==> src/rtl/mips_pkg.sv <==
// Shared constants for the MIPS-style pipeline: reset PC and memory-port encodings.
package mips_pkg;

    localparam logic [31:0] START_ADDR = 32'h8002_0000;

    localparam logic [1:0] ACC_1W  = 2'b00;
    localparam logic [1:0] ACC_4W  = 2'b01;
    localparam logic [1:0] ACC_8W  = 2'b10;
    localparam logic [1:0] ACC_16W = 2'b11;

    localparam logic RW_READ  = 1'b1;
    localparam logic RW_WRITE = 1'b0;

endpackage

==> src/rtl/fetch_fifo.sv <==
// Instruction buffer holding {pc, insn} pairs; registered storage, combinational head.
module fetch_fifo #(
    parameter int unsigned WIDTH = 64,
    parameter int unsigned DEPTH = 4,
    localparam int unsigned CNT_W = $clog2(DEPTH + 1)
) (
    input  logic             clock,
    input  logic             reset,
    input  logic             flush,
    input  logic             push,
    input  logic [WIDTH-1:0] push_data,
    input  logic             pop,
    output logic             head_valid,
    output logic [WIDTH-1:0] head,
    output logic [CNT_W-1:0] count
);
    localparam int unsigned PTR_W = $clog2(DEPTH);
    localparam logic [CNT_W-1:0] FULL = CNT_W'(DEPTH);

    logic [WIDTH-1:0] mem_q [DEPTH];
    logic [WIDTH-1:0] mem_d [DEPTH];
    logic [PTR_W-1:0] wr_ptr_q, wr_ptr_d;
    logic [PTR_W-1:0] rd_ptr_q, rd_ptr_d;
    logic [CNT_W-1:0] count_q, count_d;
    logic             do_push, do_pop;

    always_comb begin
        do_pop   = pop && (count_q != '0);
        // A full buffer still accepts a push when the head leaves in the same cycle.
        do_push  = push && ((count_q != FULL) || do_pop);
        mem_d    = mem_q;
        wr_ptr_d = wr_ptr_q;
        rd_ptr_d = rd_ptr_q;
        count_d  = count_q;
        if (flush) begin
            wr_ptr_d = '0;
            rd_ptr_d = '0;
            count_d  = '0;
        end else begin
            if (do_push) begin
                mem_d[wr_ptr_q] = push_data;
                wr_ptr_d        = wr_ptr_q + PTR_W'(1);
            end
            if (do_pop) begin
                rd_ptr_d = rd_ptr_q + PTR_W'(1);
            end
            count_d = count_q + CNT_W'(do_push) - CNT_W'(do_pop);
        end
    end

    always_ff @(posedge clock) begin
        if (reset) begin
            wr_ptr_q <= '0;
            rd_ptr_q <= '0;
            count_q  <= '0;
        end else begin
            wr_ptr_q <= wr_ptr_d;
            rd_ptr_q <= rd_ptr_d;
            count_q  <= count_d;
        end
    end

    always_ff @(posedge clock) begin
        mem_q <= mem_d;
    end

    assign head_valid = (count_q != '0);
    assign head       = head_valid ? mem_q[rd_ptr_q] : '0;
    assign count      = count_q;

endmodule

==> src/rtl/fetch_unit.sv <==
// Fetch stage: PC register, credit-based read issue, response tracking and redirect flush.
module fetch_unit #(
    parameter int unsigned ADDR_WIDTH = 32,
    parameter int unsigned DATA_WIDTH = 32,
    parameter int unsigned FIFO_DEPTH = 4,
    parameter logic [ADDR_WIDTH-1:0] START_ADDR = mips_pkg::START_ADDR
) (
    input  logic                  clock,
    input  logic                  reset,
    output logic [ADDR_WIDTH-1:0] mem_address,
    output logic [1:0]            mem_access_size,
    output logic                  mem_rw,
    output logic                  mem_enable,
    input  logic                  mem_busy,
    input  logic [DATA_WIDTH-1:0] mem_data_out,
    input  logic                  redirect_valid,
    input  logic [ADDR_WIDTH-1:0] redirect_pc,
    output logic                  insn_valid,
    input  logic                  insn_ready,
    output logic [DATA_WIDTH-1:0] insn,
    output logic [ADDR_WIDTH-1:0] insn_pc
);
    import mips_pkg::*;

    localparam int unsigned CNT_W = $clog2(FIFO_DEPTH + 1);
    localparam logic [CNT_W:0] ISSUE_LIMIT = (CNT_W + 1)'(FIFO_DEPTH);

    logic [ADDR_WIDTH-1:0] fetch_pc_q, fetch_pc_d;
    logic [ADDR_WIDTH-1:0] resp_pc_q, resp_pc_d;
    logic                  resp_pending_q, resp_pending_d;
    logic                  drop_q, drop_d;

    logic                  pop, accept, fifo_push;
    logic [CNT_W-1:0]      fifo_count;
    logic [CNT_W:0]        credit;
    logic [ADDR_WIDTH+DATA_WIDTH-1:0] fifo_head;
    logic                  unused_redirect_lsb;

    assign unused_redirect_lsb = ^redirect_pc[1:0];

    assign pop = insn_valid && insn_ready;
    // Slots already owed to the buffer: stored entries plus the word still in flight.
    assign credit = {1'b0, fifo_count} + {{CNT_W{1'b0}}, resp_pending_q}
                  - {{CNT_W{1'b0}}, pop};

    assign mem_enable      = !reset && !redirect_valid && (credit < ISSUE_LIMIT);
    assign accept          = mem_enable && !mem_busy;
    assign mem_address     = fetch_pc_q;
    assign mem_access_size = ACC_1W;
    assign mem_rw          = RW_READ;

    assign fifo_push = resp_pending_q && !drop_q && !redirect_valid;

    always_comb begin
        fetch_pc_d     = fetch_pc_q;
        resp_pc_d      = resp_pc_q;
        resp_pending_d = accept;
        drop_d         = redirect_valid;
        if (redirect_valid) begin
            fetch_pc_d = {redirect_pc[ADDR_WIDTH-1:2], 2'b00};
        end else if (accept) begin
            resp_pc_d  = fetch_pc_q;
            fetch_pc_d = fetch_pc_q + ADDR_WIDTH'(4);
        end
    end

    always_ff @(posedge clock) begin
        if (reset) begin
            fetch_pc_q     <= START_ADDR;
            resp_pc_q      <= '0;
            resp_pending_q <= 1'b0;
            drop_q         <= 1'b0;
        end else begin
            fetch_pc_q     <= fetch_pc_d;
            resp_pc_q      <= resp_pc_d;
            resp_pending_q <= resp_pending_d;
            drop_q         <= drop_d;
        end
    end

    fetch_fifo #(
        .WIDTH (ADDR_WIDTH + DATA_WIDTH),
        .DEPTH (FIFO_DEPTH)
    ) u_fifo (
        .clock      (clock),
        .reset      (reset),
        .flush      (redirect_valid),
        .push       (fifo_push),
        .push_data  ({resp_pc_q, mem_data_out}),
        .pop        (pop),
        .head_valid (insn_valid),
        .head       (fifo_head),
        .count      (fifo_count)
    );

    assign insn_pc = fifo_head[DATA_WIDTH +: ADDR_WIDTH];
    assign insn    = fifo_head[DATA_WIDTH-1:0];

endmodule

==> config.mk <==
export PLATFORM = sky130hd
export DESIGN_NAME = fetch_unit
export DESIGN_NICKNAME = d
export VERILOG_FILES = /design/src/rtl/mips_pkg.sv /design/src/rtl/fetch_fifo.sv /design/src/rtl/fetch_unit.sv
export SDC_FILE = /design/constraint.sdc
export NUM_CORES = 1
export LEC_CHECK = 0
export BUFFER_PORTS_ARGS = -buffer_cell sky130_fd_sc_hd__buf_2
export CAP_MARGIN = 20
export CELL_PAD_IN_SITES_DETAIL_PLACEMENT = 1
export CELL_PAD_IN_SITES_GLOBAL_PLACEMENT = 2
export CORE_ASPECT_RATIO = 0.9
export CORE_UTILIZATION = 35
export CTS_CLUSTER_SIZE = 20
export DETAILED_ROUTE_END_ITERATION = 12
export PLACE_DENSITY_LB_ADDON = 0.1
export SLEW_MARGIN = 20
export SYNTH_ARGS = -nofsm -noshare
export SYNTH_HDL_FRONTEND = slang
export SYNTH_SLANG_ARGS = --single-unit
==> constraint.sdc <==
create_clock -name clock -period 6.1 [get_ports clock]
set_input_delay 1.22 -clock clock [delete_from_list [all_inputs] [get_ports clock]]
set_output_delay 1.22 -clock clock [all_outputs]
set_load 0.005 [all_outputs]
==> flow_summary_export.csv <==
group,metric,value,unit
routing,drt-wirelength-per-cell,19.7,µm
pwr,p_comb_share,4.1,%
routing,dr.pass1.iters,4,
global_routing,grt_first_pass_wirelength,45000,µm
die,rows,66,
finish,diodes,0,
die,placeableCoreArea,36100,µm²
setup_path,cp-end-kind,"output port",
die,dieHeight,184,µm
pwr,max-vdd-ir-drop,0.146,mV
setup_path,slowest_delay,0.69,ns
synth,ys_async_sr_fraction,0,%
synth,synth_area,12800,µm²
clock_tree,cts_tree,"yes",
setup_path,critPathSlowestCell,"or4_4",
synth,synth_seq_cells,317,
synth,ys_types,49,
synth,synth_edf_count,248,
run_status,outcome,"completed",
global_routing,antenna_found_initial,0,
routing,wirelength,29100,µm
setup_path,path_buf_inv,3,
timing,fin_crit_sh,81.3,%
finish,fin_util,42.1,%
synth,avgSynthCellArea,15.7,µm²
timing,clock_skew,0.0140,ns
clock_tree,cts_resized,0,
setup_path,path_class,"reg2out",
clock_tree,cts_root_buf,"clkbuf_16",
timing,max_slew_margin,32.1,%
pwr,cell_internal_pwr,0.00364,W
pwr,power.density,305,nW/µm²
synth,synth_ff_type,"edfxtp_1",
flow_run,maxCapViolations,0,
pwr,p_sw_share,21.4,%
die,die_area,37400,µm²
timing,rsz0062_at_grt,"false",
finish,fin_nets,1050,
setup_path,critPathMaxFanout,64,
clock_tree,clockBufferDepth,3,
routing,dr.first_iter.drc_count,284,
die,dieWidth,204,µm
clock_tree,clock_latency,0.51,ns
timing,slew_violations,0,
routing,drc_errors,0,
global_routing,grt_use_total,15.7,%
clock_tree,cts_sinks,317,
clock_tree,cts.htree.levels,2,
global_routing,grt_start_max_net_pins,65,
finish,seq_area,8840,µm²
timing,fmax,202,MHz
finish,area_delta_synth_final,18.5,%
synth,synth_area_leader_cell,"edfxtp_1",
setup_path,cp-start-kind,"flop",
routing,antenna_left,0,
finish,fillers,3641,
pwr,p_switching,0.000994,W
synth,synth_warnings,0,
setup_path,cp_common_cell,"ha_1",
synth,yosysMostFrequentCell,"edfxtp_1",
routing,viasPerCell,4.91,
placement,dpl.hpwl,17300,µm
synth,synth_cells,815,
die,initial_utilization,35.5,%
placement,io_buffer_count,160,
synth,synth_commonest_cells,"edfxtp_1, nand2_1, and2_1, dfxtp_1, mux4_2",
finish,stdcell_count,1474,
timing,tightest_slew,1.02,ns
clock_tree,clk_pin_slew,0.06,ns
die,ios,170,
global_routing,grt.overflow.total,0,
clock_tree,ctsHoldBuffers,0,
setup_path,worstPathRequired,4.88,ns
clock_tree,cts_setup_buffers,0,
finish,drive_above_1_share,30.8,%
placement,dpl_cell_area,14100,µm²
placement,dpl.cell_count,1408,
setup_path,crit_family,"simple AND/OR/NAND/NOR gates",
pwr,clock_power_share,44.4,%
synth,synth-seq-area-share,68.8,%
placement,gp_congestion,0.709,
finish,multi_input_area,3700,µm²
synth,yosysTopAreaCellShare,58.1,%
timing,finalSetupTns,0,ns
timing,period_minus_slack,4.96,ns
timing,final_hold_viol_count,0,
synth,ys_top_cells_by_area,"edfxtp_1, mux4_2, dfxtp_1",
finish,final_area,15200,µm²
pwr,p_seq_share,51.5,%
worst_hold_path,hp-class,"reg2reg",
pwr,leakagePower,5.02,nW
clock_tree,numCtsBuffers,37,
routing,vias,7236,
global_routing,grt_pass1_vias,7683,
setup_path,worstPathCellList,"or3_2 > buf_4 > and2_1 > ha_1 > inv_1 > ha_1 > and3b_1 > or4_4 > a21oi_1 > buf_2",
setup_path,crit_arrival,3.74,ns
timing,setup_violations,0,
==> layer usage <==
| metal | vias up | track usage (%) | share of wire (%) |
|---|---|---|---|
| met3 | 35 | 2.62 | 4.0 |
| met1 | 3643 | 22.4 | 49 |
| met2 | 154 | 24.9 | 46 |
| met4 | 0 | 3.91 | 1.4 |
| li1 | 3404 | - | - |
| met5 | - | 0 | 0 |
==> metrics by stage <==
stage	setup slack (ns)	hold slack (ns)	total power [W]
floorplan	1.90	0.460	0.00253
global placement	1.56	0.473	0.00263
detailed placement	1.57	0.482	0.00263
CTS	1.03	0.499	0.00471
global route	0.881	0.518	0.00480
finish	1.14	0.490	0.00464
==> power by group through the flow <==
stage	sequential (W)	combinational (W)	clock [W]
finish	0.00239	0.000192	0.00206
global route	0.00239	0.000216	0.00219
CTS	0.00239	0.000198	0.00212
detailed placement	0.00243	0.000197	0
global placement	0.00243	0.000195	0
floorplan	0.00242	0.000106	0
==> layout make-up <==
type	count	area share [%]
sequential	317	58.1
multi-input combinational	428	24.3
tap	476	3.92
timing repair buffer	169	5.71
inverter	18	0.445
clock buffer	47	6.62
clock inverter	19	0.831
==> worst paths after layout <==
path	startpoint	end	slack, ns	cells past startpoint
max	u_fifo.count[2]	mem_enable	1.14	10
min	mem_address[29]	resp_pc_q[29]	0.49	2
max reg2reg	u_fifo.count[2]	mem_address[30]	1.96	13
min reg2reg	mem_address[29]	resp_pc_q[29]	0.49	2
==> tightest hold or removal path: cells and delay by family (launching register included) <==
kind	cells	cell delay (ns)
AO/OA/AOI/OAI	1	0.05
flip-flops	1	0.33
AND/OR/NAND/NOR	1	0.06
==> cell usage in the layout (no fill, tap or decap), types with 3 or more instances in the layout <==
cell type  count
nand2_1       79
a2111oi_0      5
inv_1         17
clkinv_2       6
a2111oi_2      8
mux4_2        62
dfxtp_1       67
nand3_1       11
conb_1         7
nor3b_1        3
clkbuf_16     39
buf_4          9
and2_4         4
xnor2_1       25
or2_2          4
clkbuf_1       8
buf_2        160
or3_1          4
a22o_1         3
nand4_1        3
ha_1           9
nor2_1        34
edfxtp_1     248
clkinv_1       9
a211oi_1      29
a21oi_1       38
and2_1        67
==> registers in the layout, summed over array words and instances, names as in the netlist <==
register and cells:
u_fifo.rd_ptr_q 2, resp_pc_q 30, mem_address 30, resp_pending_q 1, u_fifo.count 3, u_fifo.wr_ptr_q 2, drop_q 1, u_fifo.mem_q 248
==> logic make-up (layout without fill, tap and decap cells) <==
logic type / count (synthesis) / in the layout / share of synthesized area, %
AOI/OAI and AO/OA: 96 / 96 / 5.67
xor gates and xnor gates: 27 / 27 / 1.84
adders and majority gates: 10 / 10 / 1.03
buffers and inverters: 75 / 253 / 2.55
DFF: 317 / 317 / 68.8
muxes: 65 / 65 / 11.1
other: 2 / 7 / 0.0586
and+or+nand+nor: 223 / 223 / 8.87
Power figures use the tool's default switching activity.
